**config.mk**
```make
export PLATFORM = sky130hd
export DESIGN_NAME = memory_game_engine
export DESIGN_NICKNAME = d
export VERILOG_FILES = /design/src/rtl/memory_game_engine.sv
export SDC_FILE = /design/constraint.sdc
export NUM_CORES = 1
export LEC_CHECK = 0
export BUFFER_PORTS_ARGS = -buffer_cell sky130_fd_sc_hd__clkbuf_2
export CAP_MARGIN = 20
export CORE_MARGIN = 5
export CORE_UTILIZATION = 58
export CTS_BUF_LIST = sky130_fd_sc_hd__clkbuf_4 sky130_fd_sc_hd__clkbuf_8 sky130_fd_sc_hd__clkbuf_16
export CTS_CLUSTER_DIAMETER = 50
export CTS_CLUSTER_SIZE = 16
export DETAILED_ROUTE_END_ITERATION = 12
export GPL_ROUTABILITY_DRIVEN = 0
export PLACE_DENSITY = 0.84
export SLEW_MARGIN = 10
export SYNTH_ARGS = -nofsm -noshare
export SYNTH_HDL_FRONTEND = slang
export SYNTH_SLANG_ARGS = --single-unit
```
**constraint.sdc**
```tcl
create_clock -name clk -period 3.3 [get_ports clk]
set_clock_uncertainty 0.1 [all_clocks]
set_input_delay 0.99 -clock clk [delete_from_list [all_inputs] [get_ports clk]]
set_output_delay 0.99 -clock clk [all_outputs]
set_load 0.005 [all_outputs]
```
**src/rtl/memory_game_engine.sv**
```systemverilog
// rtl/memory_game_engine.sv - Memory Matrix gameplay engine: board request, solution display, press scoring, level progression.
module memory_game_engine #(
  parameter int TILES          = 8,
  parameter int MAX_MISSES     = 8,
  parameter int DISPLAY_CYCLES = 100000000,
  parameter int LEVELS         = 4
) (
  input  logic             clk,
  input  logic             reset,
  input  logic             start,
  input  logic [TILES-1:0] tile_btn,
  input  logic [TILES-1:0] board_in,
  input  logic             board_valid,
  output logic             board_req,
  output logic [TILES-1:0] board_led,
  output logic [7:0]       misses_left,
  output logic [3:0]       level,
  output logic             playing,
  output logic             win,
  output logic             lose
);

  localparam int TW = (DISPLAY_CYCLES > 1) ? $clog2(DISPLAY_CYCLES) : 1;
  localparam logic [TW-1:0]    TIMER_LOAD = TW'(DISPLAY_CYCLES - 1);
  localparam logic [7:0]       MISS_LOAD  = 8'(MAX_MISSES);
  localparam logic [3:0]       LAST_LEVEL = 4'(LEVELS - 1);
  localparam logic [TILES-1:0] ONE        = TILES'(1);

  typedef enum logic [3:0] {
    S_IDLE, S_START_WAIT, S_REQ, S_BOARD_WAIT, S_SHOW, S_PLAY,
    S_CHECK, S_LEVEL_DONE, S_WIN, S_LOSE, S_END_WAIT
  } state_t;

  state_t           state_q, state_d;
  logic [TILES-1:0] btn_q;
  logic [TILES-1:0] found_q, found_d;
  logic [TILES-1:0] solution_q, solution_d;
  logic [7:0]       misses_q, misses_d;
  logic [3:0]       level_q, level_d;
  logic [TW-1:0]    timer_q, timer_d;

  logic [TILES-1:0] rise;
  logic             single_rise;

  // Exactly one newly pressed tile counts; simultaneous rises are dropped whole.
  assign rise        = tile_btn & ~btn_q;
  assign single_rise = (rise != '0) && ((rise & (rise - ONE)) == '0);

  always_ff @(posedge clk or negedge reset) begin
    if (!reset) begin
      state_q    <= S_IDLE;
      btn_q      <= '0;
      found_q    <= '0;
      solution_q <= '0;
      misses_q   <= MISS_LOAD;
      level_q    <= '0;
      timer_q    <= '0;
    end else begin
      state_q    <= state_d;
      btn_q      <= tile_btn;
      found_q    <= found_d;
      solution_q <= solution_d;
      misses_q   <= misses_d;
      level_q    <= level_d;
      timer_q    <= timer_d;
    end
  end

  always_comb begin
    state_d    = state_q;
    found_d    = found_q;
    solution_d = solution_q;
    misses_d   = misses_q;
    level_d    = level_q;
    timer_d    = timer_q;
    board_req  = 1'b0;
    board_led  = '0;
    playing    = 1'b0;
    win        = 1'b0;
    lose       = 1'b0;

    case (state_q)
      S_IDLE: begin
        if (start) state_d = S_START_WAIT;
      end
      S_START_WAIT: begin
        if (!start) state_d = S_REQ;
      end
      S_REQ: begin
        board_req = 1'b1;
        state_d   = S_BOARD_WAIT;
      end
      S_BOARD_WAIT: begin
        if (board_valid) begin
          solution_d = board_in;
          found_d    = '0;
          misses_d   = MISS_LOAD;
          timer_d    = TIMER_LOAD;
          state_d    = S_SHOW;
        end
      end
      S_SHOW: begin
        board_led = solution_q;
        if (timer_q == '0) state_d = S_PLAY;
        else               timer_d = timer_q - 1'b1;
      end
      S_PLAY: begin
        playing   = 1'b1;
        board_led = found_q;
        if (single_rise) begin
          state_d = S_CHECK;
          if ((rise & solution_q) != '0) found_d  = found_q | (rise & solution_q);
          else if (misses_q != 8'd0)     misses_d = misses_q - 8'd1;
        end
      end
      S_CHECK: begin
        playing   = 1'b1;
        board_led = found_q;
        if (misses_q == 8'd0)            state_d = S_LOSE;
        else if (found_q == solution_q)  state_d = S_LEVEL_DONE;
        else                             state_d = S_PLAY;
      end
      S_LEVEL_DONE: begin
        board_led = found_q;
        if (level_q == LAST_LEVEL) begin
          state_d = S_WIN;
        end else begin
          level_d = level_q + 4'd1;
          state_d = S_REQ;
        end
      end
      S_WIN: begin
        win       = 1'b1;
        board_led = '1;
        if (start) state_d = S_END_WAIT;
      end
      S_LOSE: begin
        lose      = 1'b1;
        board_led = solution_q;
        if (start) state_d = S_END_WAIT;
      end
      S_END_WAIT: begin
        if (!start) begin
          level_d = '0;
          state_d = S_IDLE;
        end
      end
      default: state_d = S_IDLE;
    endcase
  end

  assign misses_left = misses_q;
  assign level       = level_q;

endmodule

```
-- Word-level counts from Yosys, hierarchy flattened
Index checks and enable logic that the tools add are counted.
- register bits after elaboration: 67
- bits of input ports: 20
- eq/ne operators: 24
- reduce and logical (&&, ||, !) cells: 21
- muxes and demuxes: 30
- bitwise logic cells: 5
- add/sub/neg operators: 4
- operator list (cell ; number):
    two-way mux 8 bit ; 7
    two-way mux 27 bit ; 2
    one-hot mux 27 bit (2 select lines) ; 1
    two-way mux 4 bit ; 10
    one-hot mux 4 bit (10 select lines) ; 1
    one-hot mux 8 bit (2 select lines) ; 2
    zero test 27 bit ; 1
    subtractor 27 x 1 -> 27 bit (second input constant) ; 1
    bitwise AND 8 bit ; 3
    one-hot mux 8 bit (3 select lines) ; 1
    nonzero test 8 bit ; 3
    != test 2 bit (second input constant) ; 11
    == test 4 x 3 -> 1 bit (second input constant) ; 4
    zero test 8 bit ; 2
    subtractor 8 x 1 -> 8 bit (second input constant) ; 2
    == test 4 x 2 -> 1 bit (second input constant) ; 3
    == test 4 bit (second input constant) ; 3
    == test 8 bit ; 1
    NOT 8 bit ; 1
    OR 8 bit ; 1
    one-hot mux 4 bit (2 select lines) ; 1
    AND reduction 7 bit ; 1
    AND reduction 3 bit ; 2
    nonzero test 2 bit ; 3
    12 further kinds ; 17

-- Logic depth before layout (Yosys ltp)
- word-level depth: 8
- mapped depth: 9

-- Worst setup path before layout
OpenSTA, ideal clock, no wires.
- path kind: input-to-reg
- start: input port tile_btn[3]
- end: register misses_q[0] (netlist: misses_left[0])
- arrival: 2603 ps
- library setup time: 87 ps
- setup slack: 510 ps
- required time: 3113 ps
- cell stages on the path: 7
- path buffers: 1
- path through: nor2b_1 -> nor4_1 -> nand4b_1 -> a21o_1 -> clkbuf_1 -> or4_1 -> a22oi_1
- word-level cells in the longest chain between the ends: 7
- elaborated cells between the ends (all ways): 11
- classes of those cells: 1 x add/sub; 2 x eq/ne; 3 x bitwise; 5 x reduce/logical
- RTL lines (what ; RTL line ; RTL):
    start, declared ; 11 ; input logic [TILES-1:0] tile_btn,
    bitwise AND 8 bit (*) ; 46 ; assign rise = tile_btn & ~btn_q;
    subtractor 8 x 1 -> 8 bit ; 47 ; assign single_rise = (rise != '0) && ((rise & (rise - ONE)) == '0);
    bitwise AND 8 bit ; 47 ;
    zero test 8 bit ; 47 ;
    logical AND 1 bit ; 47 ;
    != test 2 bit (no source line) ; -- ;
    AND reduction 5 bit (no source line) (*) ; -- ;
    end signal, assigned ; 63 ; misses_q <= misses_d;
    end, declared ; 38 ; logic [7:0] misses_q, misses_d;
Every way passes the cells marked *; elsewhere a longest branch is shown, timed or not.
A chain may end at the register's enable or synchronous reset.

-- Final worst setup path
- start: register state_q[1]
- end: output port board_led[4]
- word-level cells in the longest chain between the ends: 3
- elaborated cells between the ends (all ways): 9
- classes of those cells: 6 x eq/ne; 1 x mux; 2 x reduce/logical
- RTL lines (what ; RTL line ; RTL):
    start, declared ; 34 ; state_t state_q, state_d;
    start signal, assigned ; 59 ; state_q <= state_d;
    == test 4 x 3 -> 1 bit / == test 4 bit (equally long branches) ; 82 ; case (state_q)
    OR reduction 3 bit (no source line) / OR reduction 2 bit (equally long branches) ; -- ;
    one-hot mux 8 bit (3 select lines) (*) ; 82 ;
    end, declared ; 15 ; output logic [TILES-1:0] board_led,
Marked as above.

==> impl_metrics.json <==
{
  "synth.distinct_cells": 53,
  "post-route-min-period_ps": 3050,
  "grt_setup_unrepaired": "no",
  "ys_async_sr_fraction_pct": 100,
  "antenna_cells": 0,
  "ys_ff_latch": 67,
  "cts_buffers": 9,
  "cts_setup_buffers": 0,
  "setup_viol": 0,
  "rrSetupSlack_ps": 470,
  "synth_most_common_cell": "nand2_1",
  "timing.rr.start": "timer_q[21]",
  "finish.instance_area_um2": 4340,
  "setup_tns_ps": 0,
  "wl_per_cell_um": 16.4,
  "cpPeakStageDelay_ps": 600,
  "drcViolationCount": 0,
  "crit_arrival_ps": 1960,
  "reg2reg_depth": 6,
  "ios": 44,
  "ctsResizeCount": 0,
  "synth_fp_nets": 448,
  "cp_cell_sequence": "buf_4, nor2_1, nor2_2, nand2_1, o21ai_0, clkbuf_2",
  "total_power_uw": 1930,
  "period_share_pct": 92.5,
  "maxCapViolations": 0,
  "ys_seq_area_share_pct": 44.6,
  "drv_slew": 0,
  "wl_mm": 9.08,
  "path_class": "reg2out",
  "tightest_slew_ps": 596,
  "end_kind": "output port",
  "synth_edf_count": 0,
  "fillCellCount": 506,
  "cts_tree": "done",
  "gr-total-overflow": 0,
  "hold_viol": 0,
  "clk_pin_slew_worst_paths_ps": 80,
  "start_util_pct": 59.3,
  "htreeDepth": 3,
  "vias": 3405,
  "holdCritPathClass": "reg2reg",
  "ys_warn_count": 0,
  "placed_cell_area_um2": 4110,
  "dieArea_um2": 8200,
  "status": "completed",
  "path_delay_family": "flip-flops",
  "ctsHoldBuffers": 0,
  "relSlewSlack_pct": 59.9,
  "synth_top_cell_by_area": "dfrtp_1",
  "grtUsageTotal_pct": 22.2,
  "grt_pass1_vias": 3393,
  "synth_area_um2": 3770,
  "antenna_found_initial": 0,
  "synthTopCellsByCount": "nand2_1, dfrtp_1, o21ai_0",
  "ys.flop_type": "dfrtp_1",
  "ir_worst_vdd_v": 0.000364,
  "max_freq_ghz": 0.328,
  "dieWidth_um": 90.6,
  "slowest_stage": "dfrtp_1",
  "cts-root-buf": "clkbuf_8",
  "fin_nets": 494,
  "worstSkewPairLatency_ps": 350,
  "drive_above_1_share_pct": 18.9,
  "clock_path_buffers": 2,
  "whs_path_depth": 1,
  "synth.area.top_cells": "dfrtp_1, nand2_1, o21ai_0",
  "io_buffers": 43,
  "postRouteAntennaNets": 0,
  "grt_max_degree": 48,
  "die_y_um": 90.6,
  "crit_buf_inv": 2,
  "row_count": 29,
  "finish.utilization_pct": 68.3,
  "critPathMaxFanout": 15,
  "avgSynthCellArea_um2": 8.88,
  "cp-start-kind": "flip-flop",
  "r2r_end": "timer_q[17]",
  "p_leak_uw": 0.00184,
  "core_area_um2": 6350,
  "synth_top_area_share_pct": 43.9,
  "cts.sinks": 67,
  "drtIter0Drc": 273,
  "hold_start": "timer_q[17]",
  "power_density_nw_per_um2": 446,
  "synth_cells": 424,
  "hold_path_end": "timer_q[17]",
  "vias_per_cell": 6.17,
  "cp.required_ps": 2210,
  "area_delta_synth_final_pct": 15.2,
  "dp_hpwl_mm": 6.34,
  "grt_pass1_wl_mm": 15.2,
  "firstDrtPassIters": 4
}
[how the worst max path moves through the flow]
stage	from	endpoint	slack, ps	cells past startpoint
floorplan	tile_btn[3]	misses_left[0]	510	7
finish	state_q[1]	board_led[4]	250	6
global route	state_q[1]	board_led[5]	80	6
detailed placement	tile_btn[4]	found_q[2]	240	7
global placement	tile_btn[3]	misses_left[4]	360	7
CTS	state_q[1]	board_led[4]	120	6
[state kept, by name (all words and copies together), names as in the netlist]
register	count
found_q	8
state_q	4
level	4
misses_left	8
btn_q	8
solution_q	8
timer_q	27
[worst register-to-register path, stage by stage (launching register included)]
cell     delay [ps]
dfrtp_1         420
or4_4           560
or3_4           360
or4b_1          730
and3_4          300
nand3_1         100
mux2i_1         190
[per-layer routing]
metal / routed length [um] / global-route usage (%) / part of all wire [%]
met1: 3860 / 27.0 / 43
met2: 4500 / 37.5 / 50
met3: 571 / 6.67 / 6.3
met4: 148 / 7.32 / 1.6
met5: 0 / 0 / 0
[stage by stage]
stage | hold slack [ps] | setup WS, ps | instances
detailed placement | 378 | 241 | 536
global placement | 360 | 364 | 536
global route | 403 | 81.9 | 552
CTS | 393 | 118 | 552
finish | 383 | 249 | 552
floorplan | 337 | 510 | 424
[power breakdown]
| part | total (uW) | internal (uW) | switching (uW) | leakage, uW |
|---|---|---|---|---|
| logic | 221 | 101 | 120 | 0.000952 |
| clock network | 770 | 446 | 324 | 0.000108 |
| registers | 944 | 879 | 64.2 | 0.000785 |
[kinds of logic (layout without fill, tap and decap cells)]
group                      count (synthesis)  after routing  synth area share [%]
xor gates and xnor gates                  25             25                  5.81
muxes                                     12             12                  3.22
adders and majority gates                  4              4                  1.33
and+or+nand+nor                          208            208                  29.3
AOI/OAI and AO/OA                         79             79                  12.6
DFF                                       67             67                  44.6
buffers and inverters                     29             80                  3.12
[placed cells by master, fill, tap and decap left out, drive strengths merged, types with 5 or more instances in the layout]
cell type,count
dfrtp,66
nand4,8
or3,7
nand3b,9
nor3,19
buf,14
mux2i,11
a21oi,24
xor2,10
nor4,7
nor4b,5
inv,7
nor2,13
xnor2,15
nand2b,8
nand2,83
clkbuf,53
nor2b,13
nand3,11
or4,8
o21ai,28
[final cells by class]
cell class / instances / area [um2] / area share (%)
inverter: 7 / 26.3 / 0.606
sequential: 67 / 1680 / 38.7
clock inverter: 6 / 88.8 / 2.05
multi-input combinational: 328 / 1980 / 45.6
clock buffer: 10 / 138 / 3.17
tap: 77 / 96.3 / 2.22
timing repair buffer: 57 / 333 / 7.67
Note: power is estimated with default switching activity, not from simulation.
